<file path="config.mk">
export PLATFORM = sky130hd
export DESIGN_NAME = ixc_assign_elastic
export DESIGN_NICKNAME = d
export VERILOG_FILES = /design/src/rtl/ixc_assign_elastic.sv
export SDC_FILE = /design/constraint.sdc
export NUM_CORES = 1
export LEC_CHECK = 0
export ABC_AREA = 0
export CORE_MARGIN = 2
export CORE_UTILIZATION = 50
export CTS_BUF_LIST = sky130_fd_sc_hd__clkbuf_8
export DETAILED_ROUTE_END_ITERATION = 16
export HOLD_SLACK_MARGIN = 0.02
export PLACE_DENSITY = 0.82
export SLEW_MARGIN = 15
export SYNTH_ARGS = -nofsm -noshare
export SYNTH_HDL_FRONTEND = slang
export SYNTH_SLANG_ARGS = --single-unit
</file>
<file path="constraint.sdc">
create_clock -name CLK -period 3.3 [get_ports CLK]
set_input_delay 0.66 -clock CLK [delete_from_list [all_inputs] [get_ports CLK]]
set_output_delay 0.66 -clock CLK [all_outputs]
set_load 0.05 [all_outputs]
</file>
<file path="src/rtl/ixc_assign_elastic.sv">
// ixc_assign_elastic: WIDTH-bit elastic buffer moving R to L with valid/ready
// handshakes on both sides, optional zero-latency bypass when empty, a
// synchronous flush, and occupancy / sticky-peak reporting.
module ixc_assign_elastic #(
    parameter int unsigned  WIDTH  = 32,
    parameter int unsigned  DEPTH  = 2,
    parameter bit           BYPASS = 1'b0,
    localparam int unsigned CW     = $clog2(DEPTH + 1)
) (
    input  logic             CLK,
    input  logic             RST,
    input  logic [WIDTH-1:0] R,
    input  logic             R_VLD,
    output logic             R_RDY,
    output logic [WIDTH-1:0] L,
    output logic             L_VLD,
    input  logic             L_RDY,
    input  logic             FLUSH,
    output logic [CW-1:0]    COUNT,
    output logic [CW-1:0]    PEAK
);

    localparam int unsigned   PW       = (DEPTH > 1) ? $clog2(DEPTH) : 1;
    localparam logic [PW-1:0] LAST_PTR = PW'(DEPTH - 1);
    localparam logic [CW-1:0] FULL_CNT = CW'(DEPTH);

    logic [WIDTH-1:0] mem_q [DEPTH];
    logic [CW-1:0]    count_q, count_d;
    logic [CW-1:0]    peak_q,  peak_d;
    logic [PW-1:0]    wr_ptr_q, wr_ptr_d;
    logic [PW-1:0]    rd_ptr_q, rd_ptr_d;

    logic             not_empty;
    logic             bypass_take;
    logic             push;
    logic             pop;

    // Handshake outputs, bypass decision and next-state for pointers/occupancy/peak
    always_comb begin
        not_empty   = (count_q != '0);
        R_RDY       = ~RST & ~FLUSH & (count_q < FULL_CNT);
        L_VLD       = ~RST & ~FLUSH & (not_empty | (BYPASS & R_VLD));
        if (RST) begin
            L = '0;
        end else if (not_empty) begin
            L = mem_q[rd_ptr_q];
        end else if (BYPASS && R_VLD) begin
            L = R;
        end else begin
            L = '0;
        end

        // An empty buffer hands the word straight to the sink; it is never stored
        bypass_take = BYPASS & ~not_empty & R_VLD & L_RDY & ~FLUSH;
        push        = R_VLD & R_RDY & ~bypass_take;
        pop         = L_VLD & L_RDY & not_empty;

        wr_ptr_d = wr_ptr_q;
        rd_ptr_d = rd_ptr_q;
        count_d  = count_q;
        peak_d   = peak_q;

        if (FLUSH) begin
            wr_ptr_d = '0;
            rd_ptr_d = '0;
            count_d  = '0;
            peak_d   = '0;
        end else begin
            if (push) begin
                wr_ptr_d = (wr_ptr_q == LAST_PTR) ? '0 : wr_ptr_q + PW'(1);
            end
            if (pop) begin
                rd_ptr_d = (rd_ptr_q == LAST_PTR) ? '0 : rd_ptr_q + PW'(1);
            end
            count_d = count_q + CW'(push) - CW'(pop);
            peak_d  = (count_d > peak_q) ? count_d : peak_q;
        end

        COUNT = count_q;
        PEAK  = peak_q;
    end

    // Control state: pointers, occupancy and sticky peak
    always_ff @(posedge CLK or posedge RST) begin
        if (RST) begin
            wr_ptr_q <= '0;
            rd_ptr_q <= '0;
            count_q  <= '0;
            peak_q   <= '0;
        end else begin
            wr_ptr_q <= wr_ptr_d;
            rd_ptr_q <= rd_ptr_d;
            count_q  <= count_d;
            peak_q   <= peak_d;
        end
    end

    // Word storage; contents are don't-care until written, so no reset
    always_ff @(posedge CLK) begin
        if (push) begin
            mem_q[wr_ptr_q] <= R;
        end
    end

endmodule

</file>
Word level (Yosys, flattened, before mapping)
Memories as Yosys holds them, arrays and structs flattened.
Index checks and enable logic that the tools add are counted.
Cells by class
  muxes and demuxes: 13
  bitwise logic cells: 8
  $lt $le $gt $ge: 2
  add/sub/neg operators: 4
  reductions and logical operators: 4
Operator list (number)
  32-bit 2-to-1 mux: 2
  1-bit 2-to-1 mux: 8
  2-bit nonzero test: 4
  1-bit bitwise AND: 6
  2-bit 2-to-1 mux: 3
  1-bit adder (second input constant): 2
  2-bit by 1-bit adder with 2-bit output: 1
  2-bit > comparator: 1
  2-bit less-than comparator (second input constant): 1
  1-bit inverter: 2
  2-bit by 1-bit subtractor with 2-bit output: 1
Storage, ports and cells
  input bits: 37
  RAM bits: 64
  memories: 1
  flip-flop bits (word level): 6
  output and inout bits: 38
Memory list
  mem_q: words 2, bits a word 32, rd ports 1, clocked after Yosys merged registers in 0, wr ports 1, RTL line 27  | logic [WIDTH-1:0] mem_q [DEPTH];

Logic depth before layout (Yosys ltp)
  word-level depth: 9
  gate-level depth with buffers: 13
  mapped depth without buffers: 12

Worst setup path before layout
OpenSTA, ideal clock, no wires.
  kind: input to register
  start point: input port FLUSH
  end point: memory mem_q[0][0] (enable)
  setup slack: 0.086 ns
  arrival: 2.793 ns
  setup time: 0.421 ns
  stages: 4
  cell sequence: buf_4 nor3_4 nand2_2 nor2_1
Between the ends
  longest elaborated chain between the ends: 6
RTL lines
  start, declared: RTL line 18  | input logic FLUSH,
  1-bit inverter
  1-bit bitwise AND (2 in series): RTL line 41  | R_RDY = ~RST & ~FLUSH & (count_q < FULL_CNT);
  named net R_RDY: RTL line 14  | output logic R_RDY,
  1-bit bitwise AND: RTL line 55  | push = R_VLD & R_RDY & ~bypass_take;
  1-bit 2-to-1 mux: RTL line 100  | if (push) begin
  1-bit 2-to-1 mux (not written as such): RTL line 101  | mem_q[wr_ptr_q] <= R;
  end, declared: RTL line 27
The timed path passes the listed nets, and every way through them passes these cells.

Worst setup path in the final report
  start point: input port RST
  end point: register peak_q[0] (netlist: PEAK[0])
Between the ends
  longest elaborated chain between the ends: 8
RTL lines
  start, declared: RTL line 11  | input logic RST,
  1-bit inverter (*): RTL line 41, 42
  1-bit bitwise AND (*): RTL line 41, 42
  1-bit bitwise AND, on equally long branches: RTL line 41, 42
  1-bit bitwise AND, on equally long branches: RTL line 55, 56
  2-bit by 1-bit adder with 2-bit output or 1-bit bitwise AND (tied branches): RTL line 75, 56
  2-bit by 1-bit subtractor with 2-bit output (*): RTL line 75  | count_d = count_q + CW'(push) - CW'(pop);
  2-bit > comparator or 2-bit 2-to-1 mux (tied branches): RTL line 76  | peak_d = (count_d > peak_q) ? count_d : peak_q;
  2-bit nonzero test (no line) or 2-bit 2-to-1 mux (tied branches)
  end signal, assigned: RTL line 94  | peak_q <= peak_d;
  end, declared: RTL line 29  | logic [CW-1:0] peak_q, peak_d;
Every way passes the cells marked *; elsewhere a longest branch is shown, timed or not. The select of a mux whose other input is x is not followed.
A chain may end at the register's enable or synchronous reset.

==> flow_summary.ini <==
[cts]
clock_sinks = 70
root_buffer = clkbuf_8
clk_latency_ns = 0.32
tritoncts = done
cts_buffers = 9
clockBufferDepth = 2
ctsHtreeMaxLevel = 3
postCtsSetupBuffers = 0
clk_pin_slew_ns = 0.07
hold_buffers = 0
cts_resized = 0

[sta]
tns_ns = 0
finalCritPeriodShare_pct = 90.6
max_freq_mhz = 334
fin_ws_ns = 0.309
fin_crit_ns = 2.99
drv_slew = 0
hold_viol = 0
finalSetupViolCount = 0
slew_headroom_pct = 49.1
finClkSkew_ns = 0.00908
rsz0062_at_grt = no
tightest_slew_ns = 0.763
finalHoldWorstSlack_ns = 0.583

[global_route]
grt_max_degree = 35
grtUsageTotal_pct = 17.9
grt_pass1_wl_mm = 8.29
antenna_found_initial = 0
grt_pass1_vias = 1806
grt_overflow_total = 0

[finish]
nFillCells = 327
nets = 300
instances_no_fill = 336
drive_gt1_share_pct = 24.2
fin_area_um2 = 4190
num_antenna_cells = 0
areaGrowthSynthToFinish_pct = 49.8
post-route-util_pct = 76.6

[detailed_routing]
ant_nets = 0
first_pass_iters = 4
wl_mm = 5.03
drc_errors = 0
wl_per_cell_um = 15.0
drt_iter0_drc = 77
vias = 1690
via_per_inst = 5.03

[pwr]
p_per_area_nw_per_um2 = 476
vdd_drop_max_mv = 0.330
power_leakage_nw = 1.47
finalPower_mw = 1.99

[die]
start_util_pct = 51.1
fp.dieH_um = 78.8
io_pins = 75
die_w_um = 78.8
dieArea_um2 = 6210
coreArea_um2 = 5470
rows = 27

[critical_path]
critPathKind = primary input to register
cp_max_fo = 3
r2r_slack_ns = 0.66
end_kind = register
crit_required_ns = 3.52
start_kind = primary input
worstPathArrival_ns = 3.21

[place]
portBuffers = 74
pre_cts_slack_ns = -0.0169
place.gp.congestion = 0.705
dp.cells = 320
place_hpwl_mm = 3.45
place_area_um2 = 3980

[yosys]
mappedNetlistArea_um2 = 2800
synth_top_cell_by_area = edfxtp_1
ys_seq_area_share_pct = 74.0
synth_area_leaders = edfxtp_1 69%, mux2i_1 12%, dfrtp_1 5.4%, nor2_1 5.1%, ha_1 1.8%
synth_top_area_share_pct = 68.7
ys_ff_latch = 70
synth.avg_cell_area_um2 = 16.1
synthCells = 174
yosys_warnings = 0
syn_nets = 215
synth_cell_types = 19

[worst_hold_path]
hp-class = register to register

[run]
drv_cap = 0

[status]
outcome = finished clean
## flip-flops by register name, summed over array words and instances (netlist names)
register  flops
rd_ptr_q      1
COUNT         2
wr_ptr_q      1
mem_q        64
PEAK          2
## synthesized netlist by cell type
library cell and number:
nand2_2 1, o21ai_2 1, edfxtp_1 64, nor2_1 38, and3_1 1, xor2_1 1
nor3_4 1, mux2i_1 34, nor2_2 2, ha_1 4, o21bai_4 1, buf_4 4
xnor2_1 3, dfrtp_1 6, nor3_1 1, nand2_1 1, buf_2 4, inv_1 5
nor2b_1 2
## cells in the final DEF (no fill, tap or decap), types with 2 or more instances in the layout
cell	count
buf_12	33
buf_4	8
bufinv_16	2
clkbuf_8	9
clkdlybuf4s50_1	41
clkinv_4	2
dfrtp_1	5
edfxtp_1	64
ha_1	4
inv_1	6
mux2i_1	34
nor2_1	37
nor2_2	2
nor2b_1	2
xnor2_1	3
## worst max-delay path: stages
cell	delay, ns
clkdlybuf4s50_1	0.48
nor3_4	0.25
nand2_2	0.08
ha_1	0.27
inv_1	0.04
ha_1	0.18
xnor2_1	0.19
xnor2_1	0.19
ha_1	0.30
nor2b_1	0.14
o21ai_2	0.16
mux2i_1	0.20
nor2_1	0.05
## cells by family (layout without fill, tap and decap cells)
kind of cell | Yosys count | count (layout) | share of synthesized area, %
compound gates | 2 | 2 | 0.984
simple gates | 47 | 47 | 7.33
mux | 34 | 34 | 12.2
fa+ha+maj | 4 | 4 | 1.79
flops | 70 | 70 | 74.0
xor+xnor | 4 | 4 | 1.25
buf+inv | 13 | 103 | 2.46
## path summary, 6_finish.rpt
path                           from  endpoint  cells past startpoint
setup reg to reg           COUNT[1]   PEAK[0]                     12
max in group asynchronous       RST  rd_ptr_q                      2
setup / recovery                RST   PEAK[0]                     13
hold reg to reg             PEAK[1]   PEAK[1]                      2
min in group asynchronous       RST  COUNT[1]                      2
hold / removal              PEAK[1]   PEAK[1]                      2
## final cells by class
type | count | area, um^2 | area share (%)
inverter | 5 | 18.8 | 0.447
clock inverter | 7 | 90.1 | 2.15
timing repair buffer | 82 | 1130 | 27.0
multi-input combinational | 91 | 667 | 15.9
clock buffer | 9 | 124 | 2.95
sequential | 70 | 2070 | 49.4
tap | 72 | 90.1 | 2.15
## metal layers
metal	track usage, %	share of wire, %
met5	0	0
met1	20.3	39
met3	5.23	5.0
met4	7.76	0.68
met2	31.6	55
## power by group
part	switching (mW)	leakage, nW	internal, mW
combinational	0.141	0.700	0.133
clock	0.296	0.112	0.421
sequential	0.0127	0.662	0.990
total	0.450	1.47	1.54
Power figures use the tool's default switching activity.
